==> src/rtl/arb_pkg.sv <==
// Shared types and constants for the round-robin decoder-bank arbiter.
package arb_pkg;

  typedef enum logic [1:0] {
    IDLE  = 2'd0,
    GRANT = 2'd1,
    GAP   = 2'd2
  } arb_state_e;

  localparam int unsigned NUM_REQ = 4;
  localparam int unsigned SEL_W   = 2;

  // Reset pointer sits on the last requester so the first search starts at req[0].
  localparam logic [SEL_W-1:0] LAST_PTR_RST = 2'd3;

endpackage

==> src/rtl/decoder_2x4_gates.sv <==
// Gate-level 2-to-4 decoder with active-high enable; outputs are all zero when disabled.
module decoder_2x4_gates (
  input  logic [1:0] S,
  input  logic       enable,
  output logic [3:0] Y
);

  assign Y[0] = enable & ~S[1] & ~S[0];
  assign Y[1] = enable & ~S[1] &  S[0];
  assign Y[2] = enable &  S[1] & ~S[0];
  assign Y[3] = enable &  S[1] &  S[0];

endmodule

==> src/rtl/decoder_rr_arbiter.sv <==
// Round-robin arbiter sharing one 2x4 decoder between four requesters, with
// bounded hold time and a mandatory dead cycle between owners.
module decoder_rr_arbiter
  import arb_pkg::*;
#(
  parameter int unsigned MAX_HOLD = 16,
  parameter int unsigned CNT_W    = 8
) (
  input  logic               clk,
  input  logic               reset,
  input  logic [NUM_REQ-1:0] req,
  output logic [SEL_W-1:0]   S,
  output logic               enable,
  output logic [NUM_REQ-1:0] grant,
  output logic               busy,
  output logic               timeout
);

  localparam logic [CNT_W-1:0] HOLD_LAST = CNT_W'(MAX_HOLD - 1);

  arb_state_e       state;
  logic [CNT_W-1:0] hold_cnt;
  logic [SEL_W-1:0] last_ptr;

  logic               found;
  logic [SEL_W-1:0]   winner;
  logic [NUM_REQ-1:0] own_mask;
  logic               others_waiting;

  // Rotating priority search starting just after the previous owner.
  always_comb begin
    found  = 1'b0;
    winner = '0;
    for (int unsigned k = 1; k <= NUM_REQ; k++) begin
      if (!found && req[SEL_W'(last_ptr + SEL_W'(k))]) begin
        found  = 1'b1;
        winner = SEL_W'(last_ptr + SEL_W'(k));
      end
    end
  end

  assign own_mask       = NUM_REQ'(1) << S;
  assign others_waiting = |(req & ~own_mask);

  always_ff @(posedge clk) begin
    if (reset) begin
      state    <= IDLE;
      S        <= '0;
      enable   <= 1'b0;
      busy     <= 1'b0;
      timeout  <= 1'b0;
      hold_cnt <= '0;
      last_ptr <= LAST_PTR_RST;
    end else begin
      timeout <= 1'b0;
      case (state)
        IDLE, GAP: begin
          if (found) begin
            state    <= GRANT;
            S        <= winner;
            enable   <= 1'b1;
            busy     <= 1'b1;
            hold_cnt <= '0;
          end else begin
            state  <= IDLE;
            enable <= 1'b0;
            busy   <= 1'b0;
          end
        end
        GRANT: begin
          // A release wins over an expiry on the same cycle, so no timeout then.
          if (!req[S]) begin
            state    <= GAP;
            enable   <= 1'b0;
            last_ptr <= S;
          end else if (hold_cnt == HOLD_LAST && others_waiting) begin
            state    <= GAP;
            enable   <= 1'b0;
            last_ptr <= S;
            timeout  <= 1'b1;
          end else if (hold_cnt != HOLD_LAST) begin
            hold_cnt <= hold_cnt + CNT_W'(1);
          end
        end
        default: begin
          state  <= IDLE;
          enable <= 1'b0;
          busy   <= 1'b0;
        end
      endcase
    end
  end

  decoder_2x4_gates u_dec (
    .S      (S),
    .enable (enable),
    .Y      (grant)
  );

endmodule

==> config.mk <==
export PLATFORM = sky130hd
export DESIGN_NAME = decoder_rr_arbiter
export DESIGN_NICKNAME = d
export VERILOG_FILES = /design/src/rtl/arb_pkg.sv /design/src/rtl/decoder_2x4_gates.sv /design/src/rtl/decoder_rr_arbiter.sv
export SDC_FILE = /design/constraint.sdc
export NUM_CORES = 1
export LEC_CHECK = 0
export ABC_AREA = 1
export CORE_ASPECT_RATIO = 0.75
export CORE_MARGIN = 2
export CORE_UTILIZATION = 25
export DETAILED_ROUTE_END_ITERATION = 10
export SETUP_SLACK_MARGIN = 0.05
export SLEW_MARGIN = 25
export SYNTH_ARGS = -nofsm -noshare
export SYNTH_HDL_FRONTEND = slang
export SYNTH_SLANG_ARGS = --single-unit
==> constraint.sdc <==
create_clock -name clk -period 1.87 [get_ports clk]
set_input_delay 0.374 -clock clk [delete_from_list [all_inputs] [get_ports clk]]
set_output_delay 0.374 -clock clk [all_outputs]
set_load 0.01 [all_outputs]
# After elaboration in Yosys (flattened, before gate mapping)
# Cells that the tools add are included.
# classes
muxes	35
n_addsub	4
n_eq_ne	10
n_lt_le_gt_ge	5
reduce_logical	15
shifts	1
bitwise_logic	12
# ops
operator	n
$mux W8	4
$mux W2	8
$pmux W8 S2	1
$lt A2 B3 Y1 const B	5
$mux W1	14
$bmux W1 S2	5
$add A8 B1 Y8 const B	1
$eq A8 B4 Y1 const B	1
$ne A2 B2 Y1 const B	4
$ne A8 B4 Y1 const B	1
$and A1 B1 Y1	6
$reduce_and A5 Y1	1
$add A2 B2 Y2 const B	2
$and A4 B4 Y4	1
$logic_and A1 B1 Y1	4
$not A1 Y1	4
$not A4 Y4	1
$pmux W1 S2	2
$pmux W2 S2	1
$reduce_and A2 Y1	2
$reduce_or A4 Y1	1
$shl A1 B2 Y4 const A	1
$logic_not A1 Y1	3
$ne A3 B3 Y1 const B	1
other kinds (8)	8
# totals
out_inout_bits	9
input_bits	6
wordCells	89
reg_bits	17

# Logic depth before layout (Yosys ltp)
# logic_depth
ltp_word	15
mapped_depth	12
ltp_nobuf	11

# Cells and area by module
# A second synthesis with hierarchy kept.
# hier_totals
hier_cells	203
area_unflattened_um2	1221.2
# by_module_without_submodules
module	seq_area_each_um2	n_inst	area_each_um2	cells_each
decoder_rr_arbiter	340.3	1	1191.1	195
decoder_2x4_gates	0.0	1	30.0	8

# Least setup slack after synthesis
# Ideal clock, no wire load.
# synth_path
path_type	register to register
startpoint	register last_ptr[0]
endpoint	register hold_cnt[0]
setup_time_ns	0.113
synth_period_minus_slack_ns	1.339
required_time_ns	1.757
slack_ns	0.531
path_buffers	1
arrival_time_ns	1.227
stages_incl_launch_ff	11
path_cell_list	dfxtp_1 buf_6 nand2_1 nand3_1 nand2_4 nor2_8 nand4_4 nand2_2 nand2_1 nand2_1 nor2_1
# synth_between
elab_chain_cells	15
elab_cells_between_ends	23
cone_classes	add/sub (3); eq/ne (1); mux (12); reduce/logical (7)
# synth_rtl
item	line	rtl
from (decl)	decoder_rr_arbiter.sv:23	logic [SEL_W-1:0] last_ptr;
from (signal assigned)	decoder_rr_arbiter.sv:53	last_ptr <= LAST_PTR_RST;
from (signal assigned)	decoder_rr_arbiter.sv:75	last_ptr <= S;
from (signal assigned)	decoder_rr_arbiter.sv:79	last_ptr <= S;
$add A2 B1 Y2	decoder_rr_arbiter.sv:35	if (!found && req[SEL_W'(last_ptr + SEL_W'(k))]) begin
$bmux W1 S2	decoder_rr_arbiter.sv:35	
$mux W1 (implied by the code)	decoder_rr_arbiter.sv:35	
$mux W1	decoder_rr_arbiter.sv:35	
$logic_not A1 Y1	decoder_rr_arbiter.sv:35	
$logic_and A1 B1 Y1	decoder_rr_arbiter.sv:35	
$mux W1	decoder_rr_arbiter.sv:35	
$logic_not A1 Y1	decoder_rr_arbiter.sv:35	
$logic_and A1 B1 Y1	decoder_rr_arbiter.sv:35	
$mux W1	decoder_rr_arbiter.sv:35	
$logic_not A1 Y1	decoder_rr_arbiter.sv:35	
$logic_and A1 B1 Y1	decoder_rr_arbiter.sv:35	
$mux W1 *	decoder_rr_arbiter.sv:35	
$ne A2 B2 Y1 (no line) *	--	
$reduce_and A5 Y1 (no line) *	--	
to (signal assigned)	decoder_rr_arbiter.sv:82	hold_cnt <= hold_cnt + CNT_W'(1);
to (decl)	decoder_rr_arbiter.sv:22	logic [CNT_W-1:0] hold_cnt;
# Every way passes the cells marked *; elsewhere a longest branch is shown, timed or not. The select of a mux whose other input is x is not followed.
# A chain may end at the register's enable or synchronous reset.

# Final worst setup path
# layout_path
startpoint	register S[1]
endpoint	output grant[3]
# layout_between
elab_chain_cells	2
# layout_rtl
item	line	rtl
from (decl)	decoder_rr_arbiter.sv:12	output logic [SEL_W-1:0] S,
from (signal assigned)	decoder_rr_arbiter.sv:60	S <= winner;
$and A1 B1 Y1 (2 in a row)	decoder_2x4_gates.sv:11	assign Y[3] = enable & S[1] & S[0];
to (decl)	decoder_rr_arbiter.sv:14	output logic [NUM_REQ-1:0] grant,
# No other way between the ends.

==> results by group <==
Final layout
  – Nets: 225
  – Share of post-route cells with drive strength above 1: 18.0%
  – Antenna diodes: 0
  – P&R area growth vs syn: 26.3%
  – Most frequent cells in the layout: 53 x nand2_1, 23 x nand3_1, 22 x inv_1
  – Commonest non-fill, non-tap cell in the layout: nand2_1

Global routing
  – First-pass GRT wire length: 5320 um
  – Vias in the first global route: 1,186
  – Congestion Overflow GR: 0
  – Largest net degree at the start of global routing: 13
  – Antenna violations before repair: 0
  – GR Util All Layers: 11.7%

STA
  – Setup TNS: 0 ns
  – Final Max Slew Viols: 0
  – Unrepaired setup endpoints after global routing: yes
  – Final period utilization: 93.0%
  – Final worst slack: 0.131 ns
  – Max frequency: 575 MHz
  – Final setup vio count: 0
  – Slew margin rel.: 72.6%
  – Tightest Pin Transition: 0.411 ns
  – Final setup skew: 0.00263 ns
  – Final Hold Fails: 0
  – Post-layout min period: 1.74 ns

Die
  – Row cnt: 22
  – Die width: 85.7 um
  – Die H: 65.3 um
  – Io pins: 15
  – Core area: 0.00484 mm^2
  – Initial Util: 25.8%
  – Die ar.: 0.00559 mm^2

CTS
  – Skew-Pair Late Insertion Delay: 0.25 ns
  – TritonCTS buffer count: 3
  – H-tree levels: 1
  – CTS tree: built
  – Hold_buf cts: 0
  – Clock-pin slew on the worst setup and hold paths: 0.07 ns
  – Clk sinks: 17
  – Clock buffer depth: 2
  – Clock root buffer: clkbuf_8

Critical path
  – Worst setup EP type: output port
  – Critical path launch point: S[1]
  – CP max FO: 8
  – Critical Path RT: 1.50 ns
  – Worst setup path class: reg -> out
  – Worst setup SP type: register
  – Worst R2R Start: last_ptr[0]
  – Worst path arrival time: 1.37 ns

Route
  – Final WL: 3000 um
  – Via Count: 1,243
  – Starting DRT DRC Count: 91
  – Wirelength per Cell: 10.8 um
  – Via-to-Cell Ratio: 4.49
  – DRC errors left: 0
  – Post-route ant nets: 0
  – First-pass DRT Iterations: 4

Pwr
  – PD cells: 1380 mW/mm^2
  – Max IR drop VDD: 0.581 mV
  – Lkg Pwr: 0.740 nW

Synth
  – Yosys Warn Count: 0
  – Sequential fraction of the synthesis area: 27.2%
  – Synth Net Count: 200
  – Multiplexer share of the synthesized area: 0%
  – Syn_area_per_cell: 6.48 um^2
  – Post-Syn Area: 0.00125 mm^2
  – Synthesis-stage register bit count: 17
  – Post-Synth XOR/XNOR Area: 2.10%
  – Synth Area in Adders: 1.00%
  – Simple-gate share of the synthesized area: 51.2%
  – Cells after Synth: 193
  – Synth Area in Compound Gates: 8.50%
  – Largest family of logic cells by synthesized area: simple AND/OR/NAND/NOR gates
  – Synth cell types: 27

Worst hold path
  – Hold Crit Class: reg -> reg
  – Hold path startpoint: busy

Status
  – Status: completed

Job
  – Max-cap violations: 0

Place
  – RePlAce Congestion: 0.760
  – Hpwl dp: 2340 um
  – Pre-CTS setup slack: -0.0711 ns
  – PortBufs: 14
-- registers in the layout, indices dropped and copies added (netlist names) --
signal	count
timeout	1
last_ptr	2
S	2
enable	1
busy	1
hold_cnt	8
state	2
-- critical path, stage by stage (launching register included) --
cell and delay [ns]:
dfxtp_4 0.40, nand2_1 0.07, nor2_1 0.09, clkdlybuf4s50_1 0.55
-- cell families after synthesis --
group | count (synthesis)
xor gates and xnor gates | 3
and+or+nand+nor | 124
adders and majority gates | 1
DFF | 17
AOI/OAI and AO/OA | 19
buffers and inverters | 29
-- layout make-up --
class                           instances  area (um^2)
Fill cell                             547         3260
Multi-Input combinational cell        147          793
Sequential cell                        17          345
Timing Repair Buffer                   24          219
Inverter                               25          101
Tap cell                               60         75.1
Clock buffer                            3         41.3
Clock inverter                          1         5.00
-- what timing repair did --
| action | CTS | global route |
|---|---|---|
| pin swaps | 0 | 1 |
| buffers inserted | 0 | 0 |
| resized for setup | 3 | 7 |
| endpoints found under the setup margin | 5 | 5 |
-- per-stage QoR --
stage               cell area (um^2)  cells  hold WS [ns]  total power [mW]  util (%)
finish                          1580    277         0.461              2.18      32.6
global route                    1580    277         0.492              2.40      32.6
CTS                             1570    277         0.466              2.19      32.3
detailed placement              1520    273         0.459              1.90      31.3
global placement                1520    273         0.465              1.90      31.3
floorplan                       1250    193         0.470              1.50         -
-- final timing paths --
path | end | slack (ns) | cells past startpoint
setup / recovery | grant[3] | 0.13 | 3
hold / removal | busy | 0.46 | 2
setup reg to reg | hold_cnt[1] | 0.21 | 11
hold reg to reg | busy | 0.46 | 2
-- Yosys cell counts --
cell	n	area share [%]
a21oi_1	10	4.0
buf_2	1	0.40
buf_6	1	0.90
clkbuf_1	2	0.60
dfxtp_1	17	27
ha_1	1	1.0
inv_1	22	6.6
inv_2	2	0.60
inv_8	1	0.90
nand2_1	53	16
nand2_2	8	4.0
nand2_4	5	4.5
nand3_1	24	9.6
nand3_4	1	1.4
nand4_1	6	3.0
nand4_4	1	1.7
nor2_1	19	5.7
nor2_4	2	1.8
nor2_8	1	1.6
nor3_1	2	0.80
nor3b_1	2	1.2
o211ai_1	3	1.8
o21a_1	1	0.60
o21ai_0	4	1.6
o22ai_1	1	0.50
xnor2_1	1	0.70
xor2_1	2	1.4
-- report_power, final --
group	internal (mW)	switching, mW	total (mW)
combinational	0.521	0.813	1.33
sequential	0.458	0.116	0.574
clock	0.148	0.128	0.275
total	1.13	1.06	2.18
-- per-layer routing --
layer  GRT usage [%]  up-vias  routed length, um
li1                -      674                  -
met1            17.0      548               1670
met2            17.6       19               1180
met3            3.02        2                143
met4            1.79        0                 17
met5               0        -                  0
(Power assumes the default switching activity.)
